--- src/rtl/odpc_range_clamp.sv ---
// Two-stage range clamp for multi-lane words: S1 captures the input beat, S2 holds the clamped
// value and LBP1/LBP2 flags. A saturating fault counter and sticky bound errors update on output handshake.
module odpc_range_clamp #(
   parameter int WIDTH = 8,
   parameter int LANES = 4,
   parameter int CNT_W = 16
) (
   input  logic                   clk,
   input  logic                   rst_n,
   input  logic                   mode,
   input  logic                   in_valid,
   output logic                   in_ready,
   input  logic [LANES*WIDTH-1:0] in_x,
   input  logic [LANES*WIDTH-1:0] max,
   input  logic [LANES*WIDTH-1:0] min,
   output logic                   out_valid,
   input  logic                   out_ready,
   output logic [LANES*WIDTH-1:0] out_x,
   output logic [LANES*WIDTH-1:0] lbp1,
   output logic [LANES*WIDTH-1:0] lbp2,
   output logic [CNT_W-1:0]       fault_cnt,
   input  logic                   fault_clr,
   output logic [LANES-1:0]       bound_err
);

   localparam int DW = LANES * WIDTH;

   logic            s1_valid_q, s1_valid_d;
   logic            s1_mode_q, s1_mode_d;
   logic [DW-1:0]   s1_x_q, s1_x_d;
   logic [DW-1:0]   s1_max_q, s1_max_d;
   logic [DW-1:0]   s1_min_q, s1_min_d;

   logic            out_valid_q, out_valid_d;
   logic [DW-1:0]   out_x_q, out_x_d;
   logic [DW-1:0]   lbp1_q, lbp1_d;
   logic [DW-1:0]   lbp2_q, lbp2_d;
   logic [LANES-1:0] s2_berr_q, s2_berr_d;

   logic [CNT_W-1:0] fault_cnt_q, fault_cnt_d;
   logic [LANES-1:0] bound_err_q, bound_err_d;

   logic            s2_adv;
   logic            in_hs;
   logic            out_hs;
   logic [DW-1:0]   cmp_x, cmp_l1, cmp_l2;
   logic [LANES-1:0] cmp_berr;
   logic [CNT_W:0]  nflag;
   logic [CNT_W:0]  cnt_sum;

   assign s2_adv   = !out_valid_q || out_ready;
   assign in_ready = rst_n && (!s1_valid_q || s2_adv);
   assign in_hs    = in_valid && in_ready;
   assign out_hs   = out_valid_q && out_ready;

   always_comb begin
      cmp_x    = s1_x_q;
      cmp_l1   = '0;
      cmp_l2   = '0;
      cmp_berr = '0;
      for (int k = 0; k < LANES; k++) begin
         if (s1_mode_q) begin
            cmp_l1[k*WIDTH +: WIDTH] = s1_x_q[k*WIDTH +: WIDTH] & ~s1_max_q[k*WIDTH +: WIDTH];
            cmp_l2[k*WIDTH +: WIDTH] = ~s1_x_q[k*WIDTH +: WIDTH] & s1_min_q[k*WIDTH +: WIDTH];
            cmp_x[k*WIDTH +: WIDTH]  = (s1_x_q[k*WIDTH +: WIDTH] | s1_min_q[k*WIDTH +: WIDTH])
                                       & s1_max_q[k*WIDTH +: WIDTH];
         end else if (s1_min_q[k*WIDTH +: WIDTH] > s1_max_q[k*WIDTH +: WIDTH]) begin
            // Inverted bounds: pass data through unflagged, remember it for the sticky error.
            cmp_berr[k] = 1'b1;
         end else if (s1_x_q[k*WIDTH +: WIDTH] > s1_max_q[k*WIDTH +: WIDTH]) begin
            cmp_x[k*WIDTH +: WIDTH]  = s1_max_q[k*WIDTH +: WIDTH];
            cmp_l1[k*WIDTH +: WIDTH] = '1;
         end else if (s1_x_q[k*WIDTH +: WIDTH] < s1_min_q[k*WIDTH +: WIDTH]) begin
            cmp_x[k*WIDTH +: WIDTH]  = s1_min_q[k*WIDTH +: WIDTH];
            cmp_l2[k*WIDTH +: WIDTH] = '1;
         end
      end
   end

   always_comb begin
      nflag = '0;
      for (int k = 0; k < LANES; k++) begin
         if ((|lbp1_q[k*WIDTH +: WIDTH]) || (|lbp2_q[k*WIDTH +: WIDTH])) begin
            nflag = nflag + {{CNT_W{1'b0}}, 1'b1};
         end
      end
      cnt_sum = {1'b0, fault_cnt_q} + nflag;
   end

   always_comb begin
      s1_valid_d  = s1_valid_q;
      s1_mode_d   = s1_mode_q;
      s1_x_d      = s1_x_q;
      s1_max_d    = s1_max_q;
      s1_min_d    = s1_min_q;
      out_valid_d = out_valid_q;
      out_x_d     = out_x_q;
      lbp1_d      = lbp1_q;
      lbp2_d      = lbp2_q;
      s2_berr_d   = s2_berr_q;
      fault_cnt_d = fault_cnt_q;
      bound_err_d = bound_err_q;

      if (in_hs) begin
         s1_valid_d = 1'b1;
         s1_mode_d  = mode;
         s1_x_d     = in_x;
         s1_max_d   = max;
         s1_min_d   = min;
      end else if (s2_adv) begin
         s1_valid_d = 1'b0;
      end

      if (s2_adv) begin
         out_valid_d = s1_valid_q;
         if (s1_valid_q) begin
            out_x_d   = cmp_x;
            lbp1_d    = cmp_l1;
            lbp2_d    = cmp_l2;
            s2_berr_d = cmp_berr;
         end
      end

      if (fault_clr) begin
         fault_cnt_d = '0;
         bound_err_d = '0;
      end else if (out_hs) begin
         fault_cnt_d = cnt_sum[CNT_W] ? '1 : cnt_sum[CNT_W-1:0];
         bound_err_d = bound_err_q | s2_berr_q;
      end
   end

   always_ff @(posedge clk) begin
      if (!rst_n) begin
         s1_valid_q  <= 1'b0;
         s1_mode_q   <= 1'b0;
         s1_x_q      <= '0;
         s1_max_q    <= '0;
         s1_min_q    <= '0;
         out_valid_q <= 1'b0;
         out_x_q     <= '0;
         lbp1_q      <= '0;
         lbp2_q      <= '0;
         s2_berr_q   <= '0;
         fault_cnt_q <= '0;
         bound_err_q <= '0;
      end else begin
         s1_valid_q  <= s1_valid_d;
         s1_mode_q   <= s1_mode_d;
         s1_x_q      <= s1_x_d;
         s1_max_q    <= s1_max_d;
         s1_min_q    <= s1_min_d;
         out_valid_q <= out_valid_d;
         out_x_q     <= out_x_d;
         lbp1_q      <= lbp1_d;
         lbp2_q      <= lbp2_d;
         s2_berr_q   <= s2_berr_d;
         fault_cnt_q <= fault_cnt_d;
         bound_err_q <= bound_err_d;
      end
   end

   assign out_valid = out_valid_q;
   assign out_x     = out_x_q;
   assign lbp1      = lbp1_q;
   assign lbp2      = lbp2_q;
   assign fault_cnt = fault_cnt_q;
   assign bound_err = bound_err_q;

endmodule

--- config.mk ---
export PLATFORM = sky130hd
export DESIGN_NAME = odpc_range_clamp
export DESIGN_NICKNAME = d
export VERILOG_FILES = /design/src/rtl/odpc_range_clamp.sv
export SDC_FILE = /design/constraint.sdc
export NUM_CORES = 1
export LEC_CHECK = 0
export BUFFER_PORTS_ARGS = -buffer_cell sky130_fd_sc_hd__buf_2
export CAP_MARGIN = 30
export CELL_PAD_IN_SITES_DETAIL_PLACEMENT = 1
export CELL_PAD_IN_SITES_GLOBAL_PLACEMENT = 1
export CORE_MARGIN = 8
export CORE_UTILIZATION = 35
export DETAILED_ROUTE_END_ITERATION = 10
export GPL_TIMING_DRIVEN = 1
export PLACE_DENSITY = 0.8
export SYNTH_ARGS = -nofsm -noshare
export SYNTH_HDL_FRONTEND = slang
export SYNTH_SLANG_ARGS = --single-unit
--- constraint.sdc ---
create_clock -name clk -period 8.5 [get_ports clk]
set_clock_uncertainty 0.2 [all_clocks]
set_input_delay 0.85 -clock clk [delete_from_list [all_inputs] [get_ports clk]]
set_output_delay 0.85 -clock clk [all_outputs]
set_load 0.005 [all_outputs]
Word-level counts from Yosys, hierarchy flattened
Index checks and enable logic that the tools add are counted.
- register bits after elaboration: 219
- latch bits: 0
- memory bits (writable): 0
- bits in read-only memories: 0
- input bits: 102
- output and inout port bits: 118
- word-level logic and storage cells: 135
- memories kept: 0
- add/subtract/negate cells: 4
- multiply operators: 0
- divide/modulo/power cells: 0
- magnitude comparators: 12
- eq/ne operators: 0
- shifts and indexed selects: 0
- muxes and demuxes: 59
- bitwise operators: 26
- reductions and logical operators: 22
- operators with widths (cell ; count):
    8-bit two-way mux ; 44
    8-bit bitwise AND ; 12
    8-bit > comparator ; 8
    8-bit inverter ; 8
    8-bit OR reduction ; 8
    17-bit by 1-bit adder with 17-bit output (second input constant) ; 3
    17-bit two-way mux ; 3
    8-bit less-than comparator ; 4
    8-bit OR ; 4
    16-bit by 17-bit adder with 17-bit output ; 1
    16-bit two-way mux ; 1
    1-bit two-way mux ; 11
    1-bit logical OR ; 6
    4-bit OR ; 1
    1-bit logical AND ; 3
    1-bit logical NOT ; 2
    2-bit AND reduction ; 1
    2-bit nonzero test ; 1
    2-bit OR reduction ; 1
    1-bit inverter ; 1

Logic depth before layout (Yosys ltp)
Gate-level depths: netlist (run 1).
- word-level depth: 11
- depth in mapped cells: 17
- gate-level depth less buffers: 16

Least setup slack after synthesis (run 1)
OpenSTA, ideal clock, no wires.
- kind: flip-flop to flip-flop
- start point: reg lbp2_q[3] (netlist: lbp2[3])
- end point: reg fault_cnt_q[13] (netlist: fault_cnt[13])
- setup time: 0.078 ns
- arrival: 3.241 ns
- data required time: 8.222 ns
- slack: 4.981 ns
- stages on the path, launching flop included: 17
- path buffers: 1
- period minus slack after synthesis: 3.519 ns
- cells stage by stage: dfxtp_1 -> nor4_1 -> and4_1 -> ha_1 -> nor2b_1 -> xnor2_1 -> mux2_2 -> inv_1 -> fa_1 -> nor2b_1 -> o21ai_0 -> a21oi_1 -> and2_1 -> clkbuf_1 -> nand2_1 -> and3_1 -> nor3_1
- word-level cells in the longest chain between the ends: 11
- ends and longest elaborated chain (item ; RTL line ; RTL):
    start: declaration ; 37 ; logic [DW-1:0] lbp2_q, lbp2_d;
    start signal: assignment ; 156 ; lbp2_q <= lbp2_d;
    8-bit OR reduction (*) ; 83 ; if ((|lbp1_q[k*WIDTH +: WIDTH]) || (|lbp2_q[k*WIDTH +: WIDTH])) begin
    1-bit logical OR (*) ; 83 ;
    1-bit two-way mux (*) ; 83 ;
    17-bit by 1-bit adder with 17-bit output ; 84 ; nflag = nflag + {{CNT_W{1'b0}}, 1'b1};
    17-bit two-way mux (*) ; 83 ;
    17-bit by 1-bit adder with 17-bit output ; 84 ;
    17-bit two-way mux (*) ; 83 ;
    17-bit by 1-bit adder with 17-bit output ; 84 ;
    17-bit two-way mux (*) ; 83 ;
    16-bit by 17-bit adder with 17-bit output (*) ; 87 ; cnt_sum = {1'b0, fault_cnt_q} + nflag;
    16-bit two-way mux (*) ; 128 ; fault_cnt_d = cnt_sum[CNT_W] ? '1 : cnt_sum[CNT_W-1:0];
    end signal: assignment ; 158 ; fault_cnt_q <= fault_cnt_d;
    end: declaration ; 40 ; logic [CNT_W-1:0] fault_cnt_q, fault_cnt_d;
Every way passes the cells marked *; elsewhere a longest branch is shown, timed or not.
A chain may end at the register's enable or synchronous reset.

Worst setup path in the final report (run 1)
- start point: reg lbp2_q[11] (netlist: lbp2[11])
- end point: reg fault_cnt_q[13] (netlist: fault_cnt[13])
- word-level cells in the longest chain between the ends: 9
- ends and longest elaborated chain (item ; RTL line):
    8-bit OR reduction (*) ; 83
    1-bit logical OR (*) ; 83
    17-bit two-way mux (*) ; 83
    17-bit by 1-bit adder with 17-bit output ; 84
    17-bit two-way mux (*) ; 83
    17-bit by 1-bit adder with 17-bit output ; 84
    17-bit two-way mux (*) ; 83
    16-bit by 17-bit adder with 17-bit output (*) ; 87
    16-bit two-way mux (*) ; 128
Marked as above.

==> results of run 1 <==
[cells in the mapped netlist (all sizes together), types with 5 or more instances]
| cell type | n | area, um^2 |
|---|---|---|
| a211o | 8 | 70.1 |
| a211oi | 12 | 100 |
| a21o | 10 | 75.1 |
| a21oi | 158 | 821 |
| a221oi | 7 | 78.8 |
| a22o | 9 | 78.8 |
| a22oi | 10 | 75.1 |
| a31oi | 7 | 43.8 |
| and2 | 10 | 62.6 |
| buf | 12 | 60.1 |
| clkbuf | 79 | 297 |
| dfxtp | 219 | 4380 |
| ha | 158 | 1980 |
| inv | 117 | 439 |
| mux2i | 12 | 120 |
| nand2 | 282 | 1060 |
| nand2b | 9 | 56.3 |
| nand3 | 108 | 541 |
| nand4 | 21 | 131 |
| nor2 | 53 | 199 |
| nor2b | 20 | 125 |
| nor3 | 20 | 100 |
| nor4 | 18 | 113 |
| o211ai | 11 | 96.3 |
| o21a | 5 | 37.5 |
| o21ai | 113 | 566 |
| o221a | 7 | 78.8 |
| o221ai | 9 | 85.1 |
| o22ai | 18 | 113 |
| o311ai | 6 | 52.6 |
| o41ai | 6 | 52.6 |
| or3 | 7 | 43.8 |
| xnor2 | 5 | 43.8 |
| xor2 | 5 | 43.8 |
[flip-flops by register name, indices dropped and copies added (netlist names)]
signal      count
s1_x_q         32
s2_berr_q       4
s1_min_q       32
s1_valid_q      1
lbp1           32
s1_mode_q       1
out_x          32
lbp2           32
out_valid       1
bound_err       4
s1_max_q       32
fault_cnt      16
[worst paths after layout]
check / start / end / cells past startpoint
worst max-delay path: lbp2[11] / fault_cnt[13] / 16
worst min-delay path: s1_max_q[31] / s1_max_q[31] / 2
worst max register to register: lbp2[11] / fault_cnt[13] / 16
worst min register to register: s1_max_q[31] / s1_max_q[31] / 2
[critical path, cell delays in order (launching register included)]
cell and delay [ns]:
dfxtp_1 0.31, nor4_1 0.39, nand4_1 0.31, inv_1 0.14, ha_1 0.27, nor2b_1 0.21, xnor2_1 0.14, mux2_2 0.18
inv_1 0.05, fa_1 0.42, nor2b_1 0.13, o21ai_0 0.12, a21oi_1 0.30, and2_1 0.38, nand2_1 0.25, and3_1 0.24
nor3_1 0.12
[power groups by stage]
stage               sequential [W]  combinational, W  clock (W)
floorplan                  0.00118          0.000475          0
global placement           0.00120          0.000692          0
detailed placement         0.00121          0.000718          0
CTS                        0.00119          0.000726    0.00124
global route               0.00120          0.000810    0.00128
finish                     0.00119          0.000728    0.00121
[metal layers]
layer  up-vias  wire, um  global-route usage [%]
li1       5877         -                       -
met1      5983     20000                    26.0
met2       284     21700                    35.6
met3        73      2210                    3.86
met4         0      1470                    6.89
met5         -         0                       0
[final cells by class]
| type | instances | share of cell area, % |
|---|---|---|
| multi-input cells | 1158 | 49.2 |
| flip-flops and latches | 219 | 29.4 |
| repair buffers | 233 | 8.31 |
| clock buffers | 36 | 5.08 |
| well taps | 461 | 3.86 |
| inverters | 118 | 2.97 |
| clock inverters | 12 | 1.15 |
| diodes | 1 | 0.0168 |
[cell families (layout without fill, tap and decap cells)]
kind of cell | count (synthesis) | in the layout
compound gates | 411 | 411
xor+xnor | 10 | 10
fa+ha+maj | 159 | 159
buf+inv | 209 | 399
flops | 219 | 219
mux | 13 | 13
other cells | 1 | 2
simple gates | 564 | 564
[per-stage QoR]
step | hold WS [ns] | instances
after floorplan | 0.234 | 1586
after global placement | 0.247 | 2185
after detailed placement | 0.246 | 2187
after CTS | 0.258 | 2235
after global routing | 0.276 | 2237
final | 0.257 | 2238
==> results_dict.tcl, run 1 <==
set metrics [dict create \
    status "finished, final reports clean" \
    cts_tree "done" \
    die_h_um 205 \
    grt_pass1_wl_mm 71.1 \
    synth_nets 1847 \
    crit_type "flip-flop to flip-flop" \
    fin_util_pct 42.2 \
    cts_hold_buffers 0 \
    setup_ws_ns 4.25 \
    synth.avg_cell_area_um2 7.89 \
    intPower_w 0.00213 \
    clkSinkCount 219 \
    slew_viol_final 0 \
    cellPowerDensity_nw_per_um2 209 \
    ant_nets 0 \
    synthXorXnorAreaFrac_pct 0.700 \
    synth_compound_area_share_pct 20.5 \
    die_area_um2 42100 \
    syn_inst 1586 \
    final_common_cell "nand2_1" \
    drt_pass1_iterations 7 \
    coreArea_um2 35400 \
    die-width_um 205 \
    path_clk_slew_ns 0.06 \
    cts_max_level 1 \
    cp-end-kind "flip-flop" \
    grt_usage_pct 20.8 \
    cap_violations 0 \
    fill_cells 4394 \
    cts_max_path_buffers 3 \
    syn_area_um2 12500 \
    cts-root-buf "clkbuf_16" \
    grt_max_degree 99 \
    routed_wirelength_mm 45.4 \
    antenna_found_initial 0 \
    cp_max_fo 9 \
    synthArstFlopShare_pct 0 \
    p_sw_share_pct 31.9 \
    rsz0062_at_grt "false" \
    slew_headroom_pct 38.5 \
    synth_seq_cells 219 \
    synth_top_family_by_area "compound AO/OA/AOI/OAI gates" \
    ys_dominant_reg_cell "dfxtp_1" \
    synthAdderAreaFrac_pct 16.0 \
    pin_count 220 \
    synthDistinctLibCells 65 \
    synth-simple-area-share_pct 20.3 \
    rrSetupSlack_ns 4.25 \
    drc 0 \
    pwr-share-seq_pct 38.1 \
    via_per_inst 5.46 \
    final_cell_area_um2 14900 \
    crit_required_ns 8.77 \
    drt-wirelength-per-cell_um 20.3 \
    ir_drop_uv 161 \
    synth_edf_count 0 \
    ys_seq_area_share_pct 35.0 \
    cts_buffers 27 \
    port_buffers 219 \
    max_freq_ghz 0.235 \
    initial_core_util_pct 35.4 \
    layout-drive-gt1-share_pct 17.3 \
    synthMuxAreaShare_pct 1.05 \
    grt-ovfl-total 0 \
    rows 69 \
    hp-class "flip-flop to flip-flop" \
    routed-via-count 12217 \
    hpwl_mm 33.3 \
    drtIter0Drc 638 \
    p_switching_w 0.000996 \
    fin_setup_tns_ns 0 \
    multiInputGateArea_um2 7350 \
    cts_setup_buffers 0 \
    regArea_um2 4390 \
    crit_arrival_ns 4.52 \
    place_area_um2 14000 \
    first_global_vias 12804 \
    cp-start-kind "flip-flop" \
    comb_power_share_pct 23.3 \
    insertion_delay_ns 0.55 \
    power.total_w 0.00312 \
    pre_cts_slack_ns 4.24 \
    clockPowerShare_pct 38.6 \
    setup_viol 0 \
    cts.repair.resized 0 \
    final_nets 2018 \
    final_cell_mix "281 x nand2_1, 219 x buf_2, 218 x dfxtp_1, 158 x ha_1, 150 x a21oi_1" \
    finalCriticalPeriod_ns 4.25 \
    gp_congestion 0.877 \
    min_period_over_period_pct 50.0 \
    final_hold_viol_count 0 \
    leakage_nw 6.87 \
    worst_pin_slew_ns 0.923 \
    yosys_warnings 0 \
    syn2layout_area_growth_pct 19.3 \
]
No activity file was read; power rests on OpenSTA's default activity.
==> run 2: changes to the inputs <==
--- a/config.mk
+++ b/config.mk
@@ -13,7 +13,7 @@
 export CORE_UTILIZATION = 35
 export DETAILED_ROUTE_END_ITERATION = 10
 export GPL_TIMING_DRIVEN = 1
-export PLACE_DENSITY = 0.8
+export PLACE_DENSITY = 0.82
 export SYNTH_ARGS = -nofsm -noshare
 export SYNTH_HDL_FRONTEND = slang
 export SYNTH_SLANG_ARGS = --single-unit
==> constraint.sdc (replaced) <==
create_clock -name clk -period 3.6 [get_ports clk]
set_clock_uncertainty 0.2 [all_clocks]
set_input_delay 0.36 -clock clk [delete_from_list [all_inputs] [get_ports clk]]
set_output_delay 0.36 -clock clk [all_outputs]
set_load 0.005 [all_outputs]
==> run 2 against run 1 <==
  * Flip-flop and latch count stayed put
  * Final cell count is 6.7% higher
  * Combinational power grew to 2.8 times the previous value
  * Global-route usage is 2.5 points higher
  * Core utilization is 4.3 points higher
  * Clock power is 130% higher
  * Total power is 140% higher
  * Largest power group is now registers
==> results_dict.tcl, run 2 (synthesis results as in run 1) <==
set metrics [dict create \
    hold-path-endpoint "out_valid" \
    insertion_delay_ns 0.55 \
    hp-class "input port to flip-flop" \
    first_global_vias 14241 \
    final_cell_area_um2 16500 \
    path_clk_slew_ns 0.06 \
    antenna_found_initial 5 \
    routed_wirelength_mm 50.8 \
    worst_pin_slew_ns 0.859 \
    r2r_start "lbp2[11]" \
    routed-via-count 13084 \
    wl_met1_mm 20.8 \
    finalCriticalPeriod_ns 3.45 \
    drtIter0Drc 774 \
    wl_met3_mm 2.87 \
    leakage_nw 7.55 \
    syn2layout_area_growth_pct 31.5 \
    drt_pass1_iterations 7 \
    final_cell_mix "281 x nand2_1, 218 x buf_2, 216 x dfxtp_1, 156 x ha_1, 148 x a21oi_1" \
    fin_setup_tns_ns 0 \
    layout-drive-gt1-share_pct 20.1 \
    rows 69 \
    regArea_um2 4390 \
    crit_family "simple AND/OR/NAND/NOR gates" \
    status "finished, final reports clean" \
    cts-root-buf "clkbuf_16" \
    fin_util_pct 46.5 \
    wl_met2_mm 25.5 \
    drt-wirelength-per-cell_um 21.3 \
    ant_nets 0 \
    crit_chain "nor4_4 -> nand4_1 -> buf_6 -> inv_4 -> ha_4 -> buf_6 -> xnor2_2 -> ha_2 -> inv_2 -> fa_2 -> nor2b_2 -> o21ai_2 -> a21oi_2 -> and2_4 -> buf_6 -> nand4_1 -> mux2i_1 -> nor2_1" \
    cts_tree "done" \
    top_layer_used "met4" \
    gp_congestion 0.919 \
    grt_max_degree 157 \
    final_common_cell "nand2_1" \
    clkSinkCount 219 \
    reg2reg_to "fault_cnt[10]" \
    cellPowerDensity_nw_per_um2 461 \
    fill_cells 4310 \
    grt_pass1_wl_mm 79.2 \
    rsz0062_at_grt "true" \
    cp-end-kind "flip-flop" \
    grt_usage_pct 23.3 \
    die_area_um2 42100 \
    setup_viol 0 \
    grt-ovfl-total 0 \
    cp_common_cell "buf_6" \
    min_period_over_period_pct 95.7 \
    cts_max_path_buffers 3 \
    rrSetupSlack_ns 0.15 \
    slowest_delay_ns 0.36 \
    cap_violations 0 \
    ir_drop_uv 360 \
    timing.critical_path.buf_inv 5 \
    whs_path_depth 2 \
    cts_buffers 27 \
    die-width_um 205 \
    slowest_stage "fa_2" \
    die_h_um 205 \
    drc 0 \
    coreArea_um2 35400 \
    cts_max_level 1 \
    max_freq_ghz 0.290 \
    crit_type "flip-flop to flip-flop" \
    slew_viol_final 0 \
    cp_max_fo 4 \
    power.total_w 0.00760 \
    crit_arrival_ns 3.66 \
    slew_headroom_pct 42.7 \
    hpwl_mm 34.4 \
    final_nets 2164 \
    holdCritStartpoint "rst_n" \
    place_area_um2 14300 \
    final_hold_viol_count 0 \
    cp-start-kind "flip-flop" \
    multiInputGateArea_um2 7510 \
    initial_core_util_pct 35.4 \
    crit_required_ns 3.81 \
    pin_count 220 \
    via_per_inst 5.48 \
    port_buffers 219 \
    ff2ff_path_depth 18 \
]
==> run 2: changes by cell type in the layout (fill, tap and decap cells not counted), moves of 4 or more <==
cell / change
buf_4: +41
nor4_2: +8
dlygate4sd3_1: +100
nor4_1: -9
buf_12: +5
diode_2: +4
==> run 2: worst max-delay path by stage <==
stage | from | endpoint | slack (ns) | cells after the start
4_1_cts | lbp2[14] | fault_cnt[10] | 0.003 | 18
6_report | lbp2[11] | fault_cnt[10] | 0.15 | 18
2_1_floorplan | lbp2[3] | fault_cnt[13] | 0.08 | 16
3_5_place_dp | lbp1[11] | fault_cnt[14] | -0.24 | 17
5_1_grt | lbp2[11] | fault_cnt[10] | -0.03 | 18
3_3_place_gp | lbp2[3] | fault_cnt[14] | -0.07 | 16
==> run 2: layout make-up <==
cell class | count | share of cell area (%)
Clock inverter | 11 | 0.707
Inverter | 118 | 2.71
Timing Repair Buffer | 379 | 15.9
Clock buffer | 37 | 4.82
Tap cell | 461 | 3.50
Multi-Input combinational cell | 1158 | 45.6
Sequential cell | 219 | 26.7
Antenna cell | 5 | 0.0760
==> run 2: worst reg2reg max path, delay by kind of cell (launching register included) <==
kind	cells	cell delay (ns)
compound gates	2	0.24
xor+xnor	1	0.11
fa+ha+maj	3	0.76
buf+inv	5	0.49
flops	1	0.33
mux	1	0.22
simple gates	6	0.96
==> run 2: stage by stage <==
stage | hold WS [ns] | setup WS (ns) | instances
after global placement | 0.245 | -0.0673 | 2231
after CTS | 0.0496 | 0.00322 | 2382
after detailed placement | 0.247 | -0.242 | 2231
final | 0.0616 | 0.154 | 2388
after floorplan | 0.234 | 0.0811 | 1586
after global routing | 0.0763 | -0.0338 | 2388
==> run 2: power by group <==
part | internal, W | switching (W)
combinational | 0.000833 | 0.00118
sequential | 0.00261 | 0.000198
clock | 0.00167 | 0.00111
==> run 2: routing by layer <==
layer / vias up / track usage, %
met5: - / 0
met4: 0 / 9.29
met3: 95 / 4.36
met2: 363 / 41.3
met1: 6455 / 27.3
li1: 6171 / -
==> run 2: what timing repair did <==
item,CTS,global route
endpoints found under the setup margin,12,13
hold buffers,100,0
setup buffers,3,1
endpoints found under the hold margin,103,0
pin swaps,4,9
resized for setup,10,31
gates cloned,0,0
==> run 3: changes to the inputs <==
--- a/config.mk
+++ b/config.mk
@@ -13,7 +13,7 @@
 export CORE_UTILIZATION = 35
 export DETAILED_ROUTE_END_ITERATION = 10
 export GPL_TIMING_DRIVEN = 1
-export PLACE_DENSITY = 0.82
+export PLACE_DENSITY = 0.69
 export SYNTH_ARGS = -nofsm -noshare
 export SYNTH_HDL_FRONTEND = slang
 export SYNTH_SLANG_ARGS = --single-unit
==> run 3 against run 2 <==
  * Routed wire length is 5.5% lower
  * Core utilization up 0.26 points
  * Via count shrank 2.8%
  * Register-to-register slack got worse by 0.02 ns
  * Non-clock buffer count increased by 9
  * Critical endpoint is now fault_cnt[6]
  * Largest power group is now clock
  * Highest routed layer unchanged
==> results_dict.tcl, run 3 (synthesis results as in run 1) <==
set metrics [dict create \
    status "finished, final reports clean" \
    worst_pin_slew_ns 0.904 \
    layout-drive-gt1-share_pct 20.4 \
    cts_max_path_buffers 3 \
    setup_viol 0 \
    finalCriticalPeriod_ns 3.46 \
    wl_met2_mm 22.4 \
    rows 69 \
    cts_max_level 1 \
    ant_nets 0 \
    routed-via-count 12716 \
    ff2ff_path_depth 18 \
    initial_core_util_pct 35.4 \
    pre_cts_slack_ns -0.297 \
    cts_buffers 28 \
    cts-root-buf "clkbuf_16" \
    die_h_um 205 \
    via_per_inst 5.31 \
    rsz0062_at_grt "true" \
    max_freq_ghz 0.289 \
    wl_met3_mm 2.75 \
    r2r_start "lbp2[11]" \
    reg2reg_to "fault_cnt[6]" \
    gp_congestion 0.865 \
    leakage_nw 7.60 \
    dp.cells 2241 \
    fill_cells 4259 \
    crit_required_ns 3.87 \
    power.total_w 0.00767 \
    antenna_found_initial 0 \
    path_clk_slew_ns 0.06 \
    clkSinkCount 219 \
    top_layer_used "met4" \
    pin_count 220 \
    drtIter0Drc 674 \
    rrSetupSlack_ns 0.14 \
    hpwl_mm 34.2 \
    crit_arrival_ns 3.74 \
    critPathCapture "fault_cnt[6]" \
    slew_viol_final 0 \
    final_common_cell "nand2_1" \
    coreArea_um2 35400 \
    final_hold_viol_count 0 \
    die-width_um 205 \
    cp_max_fo 3 \
    grt_pass1_wl_mm 74.9 \
    ir_drop_uv 397 \
    wl_met1_mm 21.5 \
    port_buffers 219 \
    insertion_delay_ns 0.55 \
    crit_type "flip-flop to flip-flop" \
    cellPowerDensity_nw_per_um2 463 \
    routed_wirelength_mm 47.9 \
    die_area_um2 42100 \
    hp-class "input port to flip-flop" \
    fin_cells 2396 \
    slew_headroom_pct 39.7 \
    drc 0 \
    first_global_vias 13340 \
    grt_usage_pct 22.1 \
    final_cell_mix "281 x nand2_1, 218 x buf_2, 217 x dfxtp_1, 155 x ha_1, 148 x a21oi_1" \
    cp-start-kind "flip-flop" \
    diodes 0 \
    cts_tree "done" \
    cap_violations 0 \
    grt-ovfl-total 0 \
    syn2layout_area_growth_pct 32.3 \
    grt_max_degree 198 \
    drt_pass1_iterations 5 \
    drt-wirelength-per-cell_um 20.0 \
    final_nets 2174 \
    min_period_over_period_pct 96.2 \
    setup_ws_ns 0.137 \
    worstSetupStartpoint "lbp2[11]" \
    cp-end-kind "flip-flop" \
]
[run 3: repair_timing]
action,4_1_cts,5_1_grt
pin swaps,3,17
resized for setup,14,20
endpoints found under the setup margin,13,12
endpoints found under the hold margin,102,0
hold buffers,99,0
buffers inserted,3,2
[run 3: routing by layer]
layer | GRT usage [%] | vias up
met5 | 0 | -
met4 | 5.92 | 0
met3 | 4.90 | 70
met2 | 37.3 | 288
met1 | 28.2 | 6176
li1 | - | 6182
[run 3: how the worst min path moves through the flow]
| stage | endpoint | slack, ns | startpoint | cells past startpoint |
|---|---|---|---|---|
| 2_1_floorplan | s1_max_q[25] | 0.23 | s1_max_q[25] | 2 |
| 3_3_place_gp | s1_max_q[25] | 0.24 | s1_max_q[25] | 2 |
| 3_5_place_dp | s1_max_q[26] | 0.25 | s1_max_q[26] | 2 |
| 4_1_cts | out_valid | 0.006 | out_ready | 3 |
| 5_1_grt | out_valid | 0.05 | out_ready | 3 |
| 6_report | out_valid | 0.04 | out_ready | 3 |
[run 3: area by class of cell]
| class | instances | area [um^2] | area share (%) |
|---|---|---|---|
| flip-flops and latches | 219 | 4390 | 26.5 |
| multi-input cells | 1158 | 7500 | 45.3 |
| inverters | 118 | 443 | 2.68 |
| clock buffers | 42 | 855 | 5.16 |
| clock inverters | 10 | 120 | 0.725 |
| repair buffers | 388 | 2680 | 16.2 |
| well taps | 461 | 577 | 3.48 |
[run 3: power by group]
group          internal (W)  switching, W
clock               0.00178       0.00113
combinational      0.000822       0.00113
sequential          0.00261      0.000192
[run 3: critical path, cell delays in order, from the launching register on]
cell and delay, ns:
dfxtp_2 0.33, nor4_4 0.31, nand4_1 0.25, inv_2 0.13, ha_4 0.21, buf_4 0.14, xnor2_2 0.12, ha_2 0.20
inv_2 0.04, fa_2 0.37, nor2b_2 0.13, o21ai_2 0.08, a21oi_2 0.17, buf_4 0.13, buf_4 0.09, buf_4 0.11
a31oi_4 0.07, o21a_1 0.21, nor2_1 0.08
[run 3: metrics by stage]
step / util (%) / setup TNS (ns) / hold slack, ns / cell area (um^2)
final: 46.8 / 0 / 0.0360 / 16600
after global routing: 46.8 / -0.374 / 0.0499 / 16600
after CTS: 46.5 / 0 / 0.00592 / 16500
after detailed placement: 40.7 / -2.45 / 0.252 / 14400
after global placement: 40.7 / -0.268 / 0.244 / 14400
after floorplan: - / 0 / 0.234 / 12500
